**config.mk**
```make
export PLATFORM = sky130hd
export DESIGN_NAME = s9234_cone_eval_ctrl
export DESIGN_NICKNAME = d
export VERILOG_FILES = /design/src/rtl/s9234_cone_eval_ctrl.sv
export SDC_FILE = /design/constraint.sdc
export NUM_CORES = 1
export LEC_CHECK = 0
export ABC_AREA = 1
export BUFFER_PORTS_ARGS = -buffer_cell sky130_fd_sc_hd__buf_2
export CORE_MARGIN = 1
export CORE_UTILIZATION = 45
export DETAILED_ROUTE_END_ITERATION = 16
export MAX_ROUTING_LAYER = met4
export PLACE_DENSITY = 0.75
export SYNTH_ARGS = -nofsm -noshare
export SYNTH_HDL_FRONTEND = slang
export SYNTH_SLANG_ARGS = --single-unit
```
**constraint.sdc**
```tcl
create_clock -name CK -period 2.3 [get_ports CK]
set_input_delay 0.46 -clock CK [delete_from_list [all_inputs] [get_ports CK]]
set_output_delay 0.46 -clock CK [all_outputs]
set_load 0.02 [all_outputs]
```
**src/rtl/s9234_cone_eval_ctrl.sv**
```systemverilog
// ---------------------------------------------------------------------------
// s9234_cone_eval_ctrl
//
// Purpose:
//   Sequences evaluation of the combinationally-extracted s9234 partial-output
//   cone (output n1146). Vectors arrive on a valid/ready stream. Each vector is
//   registered onto the cone inputs and held for SETTLE_CYCLES cycles, then
//   n1146 is sampled. The responses are compacted into a 16-bit MISR signature
//   and a saturating ones count. This block stands in for the cut flip-flops so
//   the cone can be checked against a golden signature.
//
// Ports:
//   CK          in   1   clock, all state updates on the rising edge
//   RN          in   1   asynchronous active-low reset
//   start       in   1   begin a run (only looked at in IDLE or DONE)
//   num_vecs    in   16  vectors in the run, latched when start is accepted
//   vec_valid   in   1   vector source has data
//   vec_ready   out  1   controller can take a vector (high only in LOAD)
//   vec_data    in   18  {g170,...,g94}: bit 0 = g94 ... bit 17 = g170
//   cone_in     out  18  registered drive to the cone, same order as vec_data
//   cone_out    in   1   n1146 from the cone
//   busy        out  1   run in progress (cycle after start .. DONE entered)
//   done        out  1   level, high in DONE until the next accepted start
//   signature   out  16  MISR state
//   ones_count  out  16  captures where cone_out was 1, saturating
//   dbg_state   out  3   current FSM state: 0 IDLE, 1 LOAD, 2 APPLY,
//                        3 CAPTURE, 4 DONE
//
// Handshake: a vector transfers on a rising CK edge where vec_valid and
// vec_ready are both high. vec_ready depends only on state, never on
// vec_valid; the source must hold vec_data stable while vec_valid is high and
// no transfer has occurred.
// ---------------------------------------------------------------------------
module s9234_cone_eval_ctrl #(
    parameter int SETTLE_CYCLES = 2,   // legal range 1..15
    parameter int SIG_W         = 16   // fixed at 16 in this revision
) (
    input  logic             CK,
    input  logic             RN,
    input  logic             start,
    input  logic [15:0]      num_vecs,
    input  logic             vec_valid,
    output logic             vec_ready,
    input  logic [17:0]      vec_data,
    output logic [17:0]      cone_in,
    input  logic             cone_out,
    output logic             busy,
    output logic             done,
    output logic [SIG_W-1:0] signature,
    output logic [SIG_W-1:0] ones_count,
    output logic [2:0]       dbg_state
);

    localparam logic [2:0] ST_IDLE    = 3'd0;
    localparam logic [2:0] ST_LOAD    = 3'd1;
    localparam logic [2:0] ST_APPLY   = 3'd2;
    localparam logic [2:0] ST_CAPTURE = 3'd3;
    localparam logic [2:0] ST_DONE    = 3'd4;

    localparam logic [3:0]       SETTLE_LAST = 4'(SETTLE_CYCLES - 1);
    localparam logic [SIG_W-1:0] MISR_POLY   = SIG_W'(16'h1021);
    localparam logic [SIG_W-1:0] SIG_SEED    = {SIG_W{1'b1}};
    localparam logic [SIG_W-1:0] ONES_MAX    = {SIG_W{1'b1}};

    logic [2:0]       r_state;
    logic [17:0]      r_cone_in;
    logic [SIG_W-1:0] r_sig;
    logic [SIG_W-1:0] r_ones;
    logic [15:0]      r_vec_cnt;
    logic [15:0]      r_num_vecs;
    logic [3:0]       r_settle;
    logic             r_busy;
    logic             r_done;

    logic             w_vec_ready;
    logic             w_accept;
    logic [SIG_W-1:0] w_misr_next;
    logic [15:0]      w_vec_cnt_next;

    assign w_vec_ready    = (r_state == ST_LOAD);
    assign w_accept       = w_vec_ready && vec_valid;
    assign w_vec_cnt_next = r_vec_cnt + 16'd1;

    // Galois-style CRC-CCITT shift with the sampled response folded into bit 0.
    assign w_misr_next = {r_sig[SIG_W-2:0], 1'b0}
                       ^ (r_sig[SIG_W-1] ? MISR_POLY : '0)
                       ^ {{(SIG_W-1){1'b0}}, cone_out};

    always_ff @(posedge CK or negedge RN) begin
        if (!RN) begin
            r_state    <= ST_IDLE;
            r_cone_in  <= '0;
            r_sig      <= '0;
            r_ones     <= '0;
            r_vec_cnt  <= '0;
            r_num_vecs <= '0;
            r_settle   <= '0;
            r_busy     <= 1'b0;
            r_done     <= 1'b0;
        end else begin
            case (r_state)
                ST_IDLE, ST_DONE: begin
                    if (start) begin
                        r_num_vecs <= num_vecs;
                        r_vec_cnt  <= '0;
                        r_sig      <= SIG_SEED;
                        r_ones     <= '0;
                        r_done     <= 1'b0;
                        r_busy     <= 1'b1;
                        // An empty run goes straight to DONE; the DONE branch
                        // below raises done and drops busy one cycle later.
                        r_state    <= (num_vecs == 16'd0) ? ST_DONE : ST_LOAD;
                    end else if (r_state == ST_DONE) begin
                        r_busy <= 1'b0;
                        r_done <= 1'b1;
                    end
                end

                ST_LOAD: begin
                    if (w_accept) begin
                        r_cone_in <= vec_data;
                        r_settle  <= '0;
                        r_state   <= ST_APPLY;
                    end
                end

                ST_APPLY: begin
                    r_settle <= r_settle + 4'd1;
                    if (r_settle == SETTLE_LAST) begin
                        r_state <= ST_CAPTURE;
                    end
                end

                ST_CAPTURE: begin
                    r_sig     <= w_misr_next;
                    if (cone_out && (r_ones != ONES_MAX)) begin
                        r_ones <= r_ones + 1'b1;
                    end
                    r_vec_cnt <= w_vec_cnt_next;
                    if (w_vec_cnt_next == r_num_vecs) begin
                        r_busy  <= 1'b0;
                        r_done  <= 1'b1;
                        r_state <= ST_DONE;
                    end else begin
                        r_state <= ST_LOAD;
                    end
                end

                default: begin
                    r_state <= ST_IDLE;
                end
            endcase
        end
    end

    assign vec_ready  = w_vec_ready;
    assign cone_in    = r_cone_in;
    assign busy       = r_busy;
    assign done       = r_done;
    assign signature  = r_sig;
    assign ones_count = r_ones;
    assign dbg_state  = r_state;

endmodule

```
==> metrics.md, run 1 <==
| Metric | Value |
|---|---|
| Final Skew | `approximately 0.0079 ns` |
| Critical path fanouts, max | `6` |
| Multi-input logic area | `between 1500 and 2000 sq um` |
| CTS tree | `done` |
| IO Count | `95` |
| Main synth FF type | `dfrtp_1` |
| Chip height | `102.7 microns` |
| DRC viols | `0` |
| Worst slew margin | `a little under half` |
| Global placer's final weighted congestion | `~0.91` |
| Root Buffer | `clkbuf_8` |
| Postcts setup bufs | `0` |
| Synth Area per Inst | `approximately 8.3 sq um` |
| H-Tree Depth | `3` |
| Highest metal used | `met4` |
| Initial Util | `46.47%` |
| First-pass GRT wire length | `about 18000 microns` |
| Share of cells above drive strength 1 | `approximately a quarter` |
| Post-DR wirelength/cell | `between 10 and 15 microns` |
| CTS Buffer Depth | `2` |
| Die W | `between 100 and 150 microns` |
| WL met2 | `~5300 microns` |
| Layout area overhead | `19.47%` |
| Detail Placement HPWL | `8278 microns` |
| Flops & latches, synth | `91` |
| RSZ-0062 raised after global routing | `no` |
| Slew @ Worst Pin | `a little under 0.8 ns` |
| Cells after synthesis | `547` |
| Worst-path clk slew | `approximately 0.10 ns` |
| Mapped Area | `around 4600 sq um` |
| Total track usage | `between 20% and 30%` |
| Met3 wire len | `654 microns` |
| Diodes inserted | `0` |
| Max IR drop VDD | `around 0.00085 V` |
| Num rows | `36` |
| GR Overflow Total | `0` |
| Fillers | `about 940` |
| Routed Antenna Nets | `0` |
| Setup_tns | `0 ns` |
| Leak | `2.717 nW` |
| Max cap viols | `0` |
| Met1 wire length | `4919 microns` |
| EDFF count, synth | `0` |
| Min Tclk post-route | `approximately 2.0 ns` |
| Vias in the first global route | `around 4000` |
| FF+latch area | `between 2000 and 2500 sq um` |
| Slew Viols, Final | `0` |
| Endpoint class of the critical path | `flip-flop` |
| Largest net degree at the start of global routing | `40` |
| WP data required | `~2.5 ns` |
| Nets@finish | `a little under 700` |
| TritonCTS Buffers | `9` |
| Setup Crit Path Kind | `reg2reg` |
| Final setup viols | `0` |
| Via count | `roughly 4100` |
| Worst-skew pair later-pin latency | `approximately 0.36 ns` |
| Ys Warns | `0` |
| Status | `finished clean` |
| Core Region | `between 9000 and 10000 sq um` |
| Distinct cell type count after synthesis | `32` |
| Vias per std cell | `5.196` |
| Hold Path Class | `in2async` |
| Period Utilization, post-route | `a little under nine tenths` |
| Commonest non-fill, non-tap cell in the layout | `nand2_1` |
| Clock sink count | `91` |
| Placed instance area | `5219 sq um` |
| Drt initial violations | `approximately 260` |
| PD cells | `1085 nW/um^2` |
| DR pass1 iterations | `7` |
| Fraction of registers with async set/reset | `between 90% and 100%` |
| Post-Route WL | `~11000 microns` |
| Overall die area | `roughly 11000 sq um` |
| Startpoint Class | `flip-flop` |
| Design area | `5451 sq um` |
| Final Hold Fails | `0` |
| Sequential fraction of the synthesis area | `between 40% and 50%` |
| Worst hold slack | `0.03941 ns` |
| Max Fclk | `about 510 MHz` |
| Crit path DAT | `2.21 ns` |
| Initial antenna violation count | `0` |
| Syn nets | `590` |
| Highest-count cells in the layout ignoring fill and taps | `136 x nand2_1, 93 x buf_2, 90 x dfrtp_1` |
| I/O Buffers | `94` |
## layer usage
| layer | GRT usage [%] | vias to the layer above |
|---|---|---|
| met5 | - | - |
| met4 | 9.341 | 0 |
| met3 | 4.068 | 20 |
| met2 | 37.33 | 119 |
| met1 | 29.91 | 1957 |
| li1 | - | 1983 |
## cell type report
cell class / count / share of cell area (%)
Clock buffer: 9 / 2.272
Clock inverter: 7 / 1.974
Inverter: 81 / 5.577
Multi-Input combinational cell: 363 / 35.46
Sequential cell: 91 / 41.79
Tap cell: 133 / 3.053
Timing Repair Buffer: 101 / 9.869
## sequential cells by signal, summed over array words and instances, names as in the netlist
| signal | count |
|---|---|
| busy | 1 |
| cone_in | 18 |
| dbg_state | 3 |
| done | 1 |
| ones_count | 16 |
| r_num_vecs | 16 |
| r_settle | 4 |
| r_vec_cnt | 16 |
| signature | 16 |
## path summary, 6_finish.rpt
check / startpoint / endpoint / slack, ns / cells after the start
min in group CK: num_vecs[14] / r_num_vecs[14]$_DFFE_PN0P_ / 0.32 / 3
max reg2reg: r_vec_cnt[0]$_DFFE_PN0P_ / dbg_state[0]$_DFFE_PN0P_ / 0.34 / 14
max: r_vec_cnt[0]$_DFFE_PN0P_ / dbg_state[0]$_DFFE_PN0P_ / 0.34 / 14
min reg2reg: cone_in[6]$_DFFE_PN0P_ / cone_in[6]$_DFFE_PN0P_ / 0.51 / 1
max in group asynchronous: RN / r_num_vecs[3]$_DFFE_PN0P_ / 1.58 / 2
min: RN / ones_count[8]$_DFFE_PN0P_ / 0.04 / 1
## where the power goes
part	switching, W	internal, W	total [W]
sequential	0.000320	0.00206	0.00238
clock	0.000622	0.000635	0.00126
combinational	0.00146	0.000815	0.00228
total	0.00240	0.00351	0.00591
## logic make-up after synthesis
group	count (synthesis)	synth area share [%]
adders and majority gates	4	1.097
DFF	91	49.90
xor gates and xnor gates	9	2.029
buffers and inverters	93	7.732
AOI/OAI and AO/OA	73	9.789
and+or+nand+nor	259	25.01
muxes	18	4.442
## critical path: stages, from the launching register on
cell     delay, ns
dfrtp_2       0.44
ha_1          0.21
nand2_1       0.09
nor2_2        0.21
nand4_1       0.16
nand2_1       0.12
nand2_1       0.05
nand2_1       0.06
nand2_1       0.07
nor2_2        0.13
nand3_1       0.07
nand2_1       0.07
nand2_1       0.05
nand2_1       0.07
nand2_1       0.07
## synth_stat cells, types with 3 or more instances
library cell    n  area share, %
o22ai_1        13            1.8
nand2_1       136             11
a32oi_1         3           0.58
dfrtp_1        91             50
nor3_1          5           0.55
a21oi_1        11            1.2
o31ai_1         3           0.49
nand3b_1        4           0.66
a22oi_1        11            1.8
inv_2           6           0.49
nor2_1         45            3.7
nand2_2         5           0.69
nand3_1        37            4.1
xor2_1          5           0.96
nor2_2          9            1.2
o21ai_0        23            2.5
ha_1            4            1.1
inv_1          75            6.2
nor3_2          3           0.66
mux2_2         18            4.4
nand4_1         9            1.2
xnor2_1         3           0.58
nor4_1          4           0.55
clkbuf_1       11           0.90
## per-stage QoR
stage | power, W | util (%) | cells | setup WS, ns
3_5_place_dp | 0.004680 | 53.15 | 769 | 0.3418
5_1_grt | 0.006304 | 55.52 | 785 | 0.03595
2_1_floorplan | 0.003908 | - | 547 | 0.5892
3_3_place_gp | 0.004606 | 53.15 | 769 | 0.4202
6_report | 0.005915 | 55.52 | 785 | 0.3391
4_1_cts | 0.005952 | 55.50 | 785 | 0.2989
## repair_timing
| action | in CTS | in global routing |
|---|---|---|
| resized for setup | 0 | 1 |
| hold buffers | 0 | 0 |
| endpoints found under the setup margin | 0 | 2 |
Power figures use the tool's default switching activity.
==> run 2: changes to the inputs <==
--- a/config.mk
+++ b/config.mk
@@ -11,7 +11,7 @@
 export CORE_UTILIZATION = 45
 export DETAILED_ROUTE_END_ITERATION = 16
 export MAX_ROUTING_LAYER = met4
-export PLACE_DENSITY = 0.75
+export PLACE_DENSITY = 0.68
 export SYNTH_ARGS = -nofsm -noshare
 export SYNTH_HDL_FRONTEND = slang
 export SYNTH_SLANG_ARGS = --single-unit
==> run 2 against run 1 <==
Against the previous run:
- routed wire length decreased by 1.6%
- clock skew increased by 0.0057 ns
- setup slack got worse by 0.061 ns
- clock-buffer cell count unchanged
- die area unchanged
- sequential share of layout area increased by 0.23 points
- combinational power about the same
- total power decreased by 3.6%
- non-clock buffer count increased by 1
- global-route usage decreased by 0.15 points
- critical path type unchanged
==> metrics.md, run 2 (synthesis gave the netlist of run 1 again) <==
| Metric | Value |
|---|---|
| Status | `finished clean` |
| Detail Placement HPWL | `between 8000 and 9000 microns` |
| Int Pwr | `~0.0033 W` |
| Post-CTS sizing | `0` |
| First-pass GRT wire length | `approximately 18000 microns` |
| Worst Hold Endpoint | `r_num_vecs[14]$_DFFE_PN0P_` |
| Combinational group share of total power | `about two fifths` |
| Worst slew margin | `between 40 and 50%` |
| Global placer's final weighted congestion | `0.9153` |
| DRC viols | `0` |
| CP max stage delay | `around 0.47 ns` |
| Final Hold Fails | `0` |
| Min-delay src | `num_vecs[14]` |
| Worst Path Buf+Inv | `0` |
| CTS tree | `done` |
| Setup Crit Path Kind | `reg2reg` |
| Worst path most repeated cell | `nand2_1` |
| Diodes inserted | `0` |
| Post-Place Worst Slack | `about 0.33 ns` |
| Endpoint class of the critical path | `flip-flop` |
| Startpoint Class | `flip-flop` |
| Vias in the first global route | `4078` |
| Max IR drop VDD | `around 0.00064 V` |
| Post-DR wirelength/cell | `approximately 14 microns` |
| Crit path DAT | `2.28 ns` |
| Sw Ratio | `42.18%` |
| Slowest cell on the critical path | `dfrtp_1` |
| Hold depth | `3` |
| Fillers | `between 900 and 1000` |
| P_sw | `roughly 0.0024 W` |
| Total track usage | `a little under a quarter` |
| Reg-to-reg startpoint | `r_vec_cnt[0]$_DFFE_PN0P_` |
| Slew Viols, Final | `0` |
| Largest delay contributor family on the critical path | `simple AND/OR/NAND/NOR gates` |
| Leak | `2.699 nW` |
| Worst-path clk slew | `approximately 0.10 ns` |
| Post-Route WL | `between 10000 and 15000 microns` |
| IO Count | `95` |
| Final Skew | `roughly 0.014 ns` |
| Critical path fanouts, max | `6` |
| RSZ-0062 raised after global routing | `no` |
| Initial antenna violation count | `0` |
| Share of cells above drive strength 1 | `about 25%` |
| Core Region | `roughly 9800 sq um` |
| GR Overflow Total | `0` |
| Worst reg-to-reg setup slack | `approximately 0.28 ns` |
| Drt initial violations | `around 190` |
| Cell depth of the worst flop-to-flop path | `14` |
| Initial Util | `46.47%` |
| Overall die area | `approximately 11000 sq um` |
| H-Tree Depth | `3` |
| I/O Buffers | `94` |
| Clk pwr share | `18.6%` |
| Sequential fraction of design power | `a little over two fifths` |
| Largest register FFs | `18` |
| Final setup viols | `0` |
| Clock sink count | `91` |
| CTS Buffer Depth | `2` |
| Die W | `just over 100 microns` |
| TritonCTS Buffers | `9` |
| Chip height | `between 100 and 150 microns` |
| Via count | `between 4000 and 5000` |
| PD cells | `~1100 nW/um^2` |
| Max Fclk | `~490 MHz` |
| Largest net degree at the start of global routing | `between 40 and 50` |
| Routed Antenna Nets | `0` |
| Num rows | `36` |
| Min Tclk post-route | `between 2 and 2.5 ns` |
| Multi-input logic area | `about 1900 sq um` |
| Setup ws final | `0.2785 ns` |
| Layout area overhead | `18.76%` |
| Vias per std cell | `slightly above 5` |
| DR pass1 iterations | `5` |
| Root Buffer | `clkbuf_8` |
| Crit-path cells | `ha_1 > nand2_1 > nor2_2 > nand3_1 > nand3_1 > nand2_1 > nor2_1 > nand2_1 > nor2_1 > nand3_1 > nand2_1 > nand2_1 > nand2_1 > nand2_1` |
| FF+latch area | `2277 sq um` |
| Worst-skew pair later-pin latency | `about 0.37 ns` |
| Period Utilization, post-route | `87.89%` |
| Max cap viols | `0` |
| WP data required | `between 2 and 3 ns` |
| R2R Path End | `dbg_state[0]$_DFFE_PN0P_` |
| Commonest non-fill, non-tap cell in the layout | `nand2_1` |
| Hold Path Class | `in2reg` |
| Slew @ Worst Pin | `about 0.76 ns` |
| Highest-count cells in the layout ignoring fill and taps | `136 x nand2_1, 93 x buf_2, 91 x dfrtp_1` |
| Setup_tns | `0 ns` |
| Nets@finish | `just under 700` |
run 2: changes by cell type in the layout (fill, tap and decap cells not counted):
| cell | delta |
|---|---|
| bufinv_16 | -2 |
| clkinv_4 | +1 |
| clkinvlp_4 | +1 |
| dfrtp_1 | +1 |
| dfrtp_2 | -1 |
| dlygate4sd3_1 | +1 |
| inv_6 | -1 |
| inv_8 | +1 |
run 2: worst max path at each step:
stage / startpoint / slack, ns / depth (start not counted) / end
floorplan: r_vec_cnt[0]$_DFFE_PN0P_ / 0.59 / 14 / dbg_state[0]$_DFFE_PN0P_
global placement: r_vec_cnt[0]$_DFFE_PN0P_ / 0.43 / 13 / dbg_state[0]$_DFFE_PN0P_
detailed placement: r_vec_cnt[0]$_DFFE_PN0P_ / 0.33 / 13 / dbg_state[2]$_DFFE_PN0P_
CTS: r_vec_cnt[0]$_DFFE_PN0P_ / 0.32 / 13 / dbg_state[2]$_DFFE_PN0P_
global route: r_vec_cnt[0]$_DFFE_PN0P_ / 0.08 / 13 / dbg_state[2]$_DFFE_PN0P_
finish: r_vec_cnt[0]$_DFFE_PN0P_ / 0.28 / 14 / dbg_state[0]$_DFFE_PN0P_
run 2: area by class of cell:
type / count / share of cell area (%)
timing repair buffer: 102 / 10.11
clock inverter: 7 / 1.224
tap: 133 / 3.071
sequential: 91 / 42.02
multi-input combinational: 363 / 35.67
clock buffer: 9 / 2.286
inverter: 81 / 5.611
run 2: routing by layer:
metal | up-vias | share of wire (%) | GRT usage (%)
met3 | 19 | 5.9 | 4.407
met5 | - | 0 | -
met4 | 0 | 1.8 | 7.802
met2 | 124 | 48 | 38.15
met1 | 1939 | 45 | 29.13
li1 | 1982 | - | -
run 2: worst register-to-register path, delay by kind of cell, from the launching register on:
family	cells	cell delay [ns]
adders and majority gates	1	0.24
DFF	1	0.47
and+or+nand+nor	13	1.21
run 2: power groups by stage:
| stage | clock network (W) | registers (W) | logic [W] |
|---|---|---|---|
| detailed placement | 0 | 0.00239 | 0.00229 |
| global placement | 0 | 0.00238 | 0.00223 |
| CTS | 0.00109 | 0.00238 | 0.00229 |
| floorplan | 0 | 0.00269 | 0.00122 |
| global route | 0.00115 | 0.00244 | 0.00250 |
| finish | 0.00106 | 0.00237 | 0.00227 |
run 2: repair_timing:
| action | CTS | global route |
|---|---|---|
| hold buffers | 1 | 0 |
| buffers inserted | 0 | 0 |
| hold endpoints to repair | 4 | 0 |
run 2: through the flow:
step | cell area (sq um) | util, % | cells | hold slack (ns) | power, W
3_3_place_gp | 5219 | 53.15 | 769 | 0.4075 | 0.004616
2_1_floorplan | 4563 | - | 547 | 0.1644 | 0.003908
3_5_place_dp | 5219 | 53.15 | 769 | 0.4025 | 0.004674
4_1_cts | 5419 | 55.19 | 786 | 0.3065 | 0.005748
5_1_grt | 5419 | 55.19 | 786 | 0.2984 | 0.006084
6_report | 5419 | 55.19 | 786 | 0.3174 | 0.005699
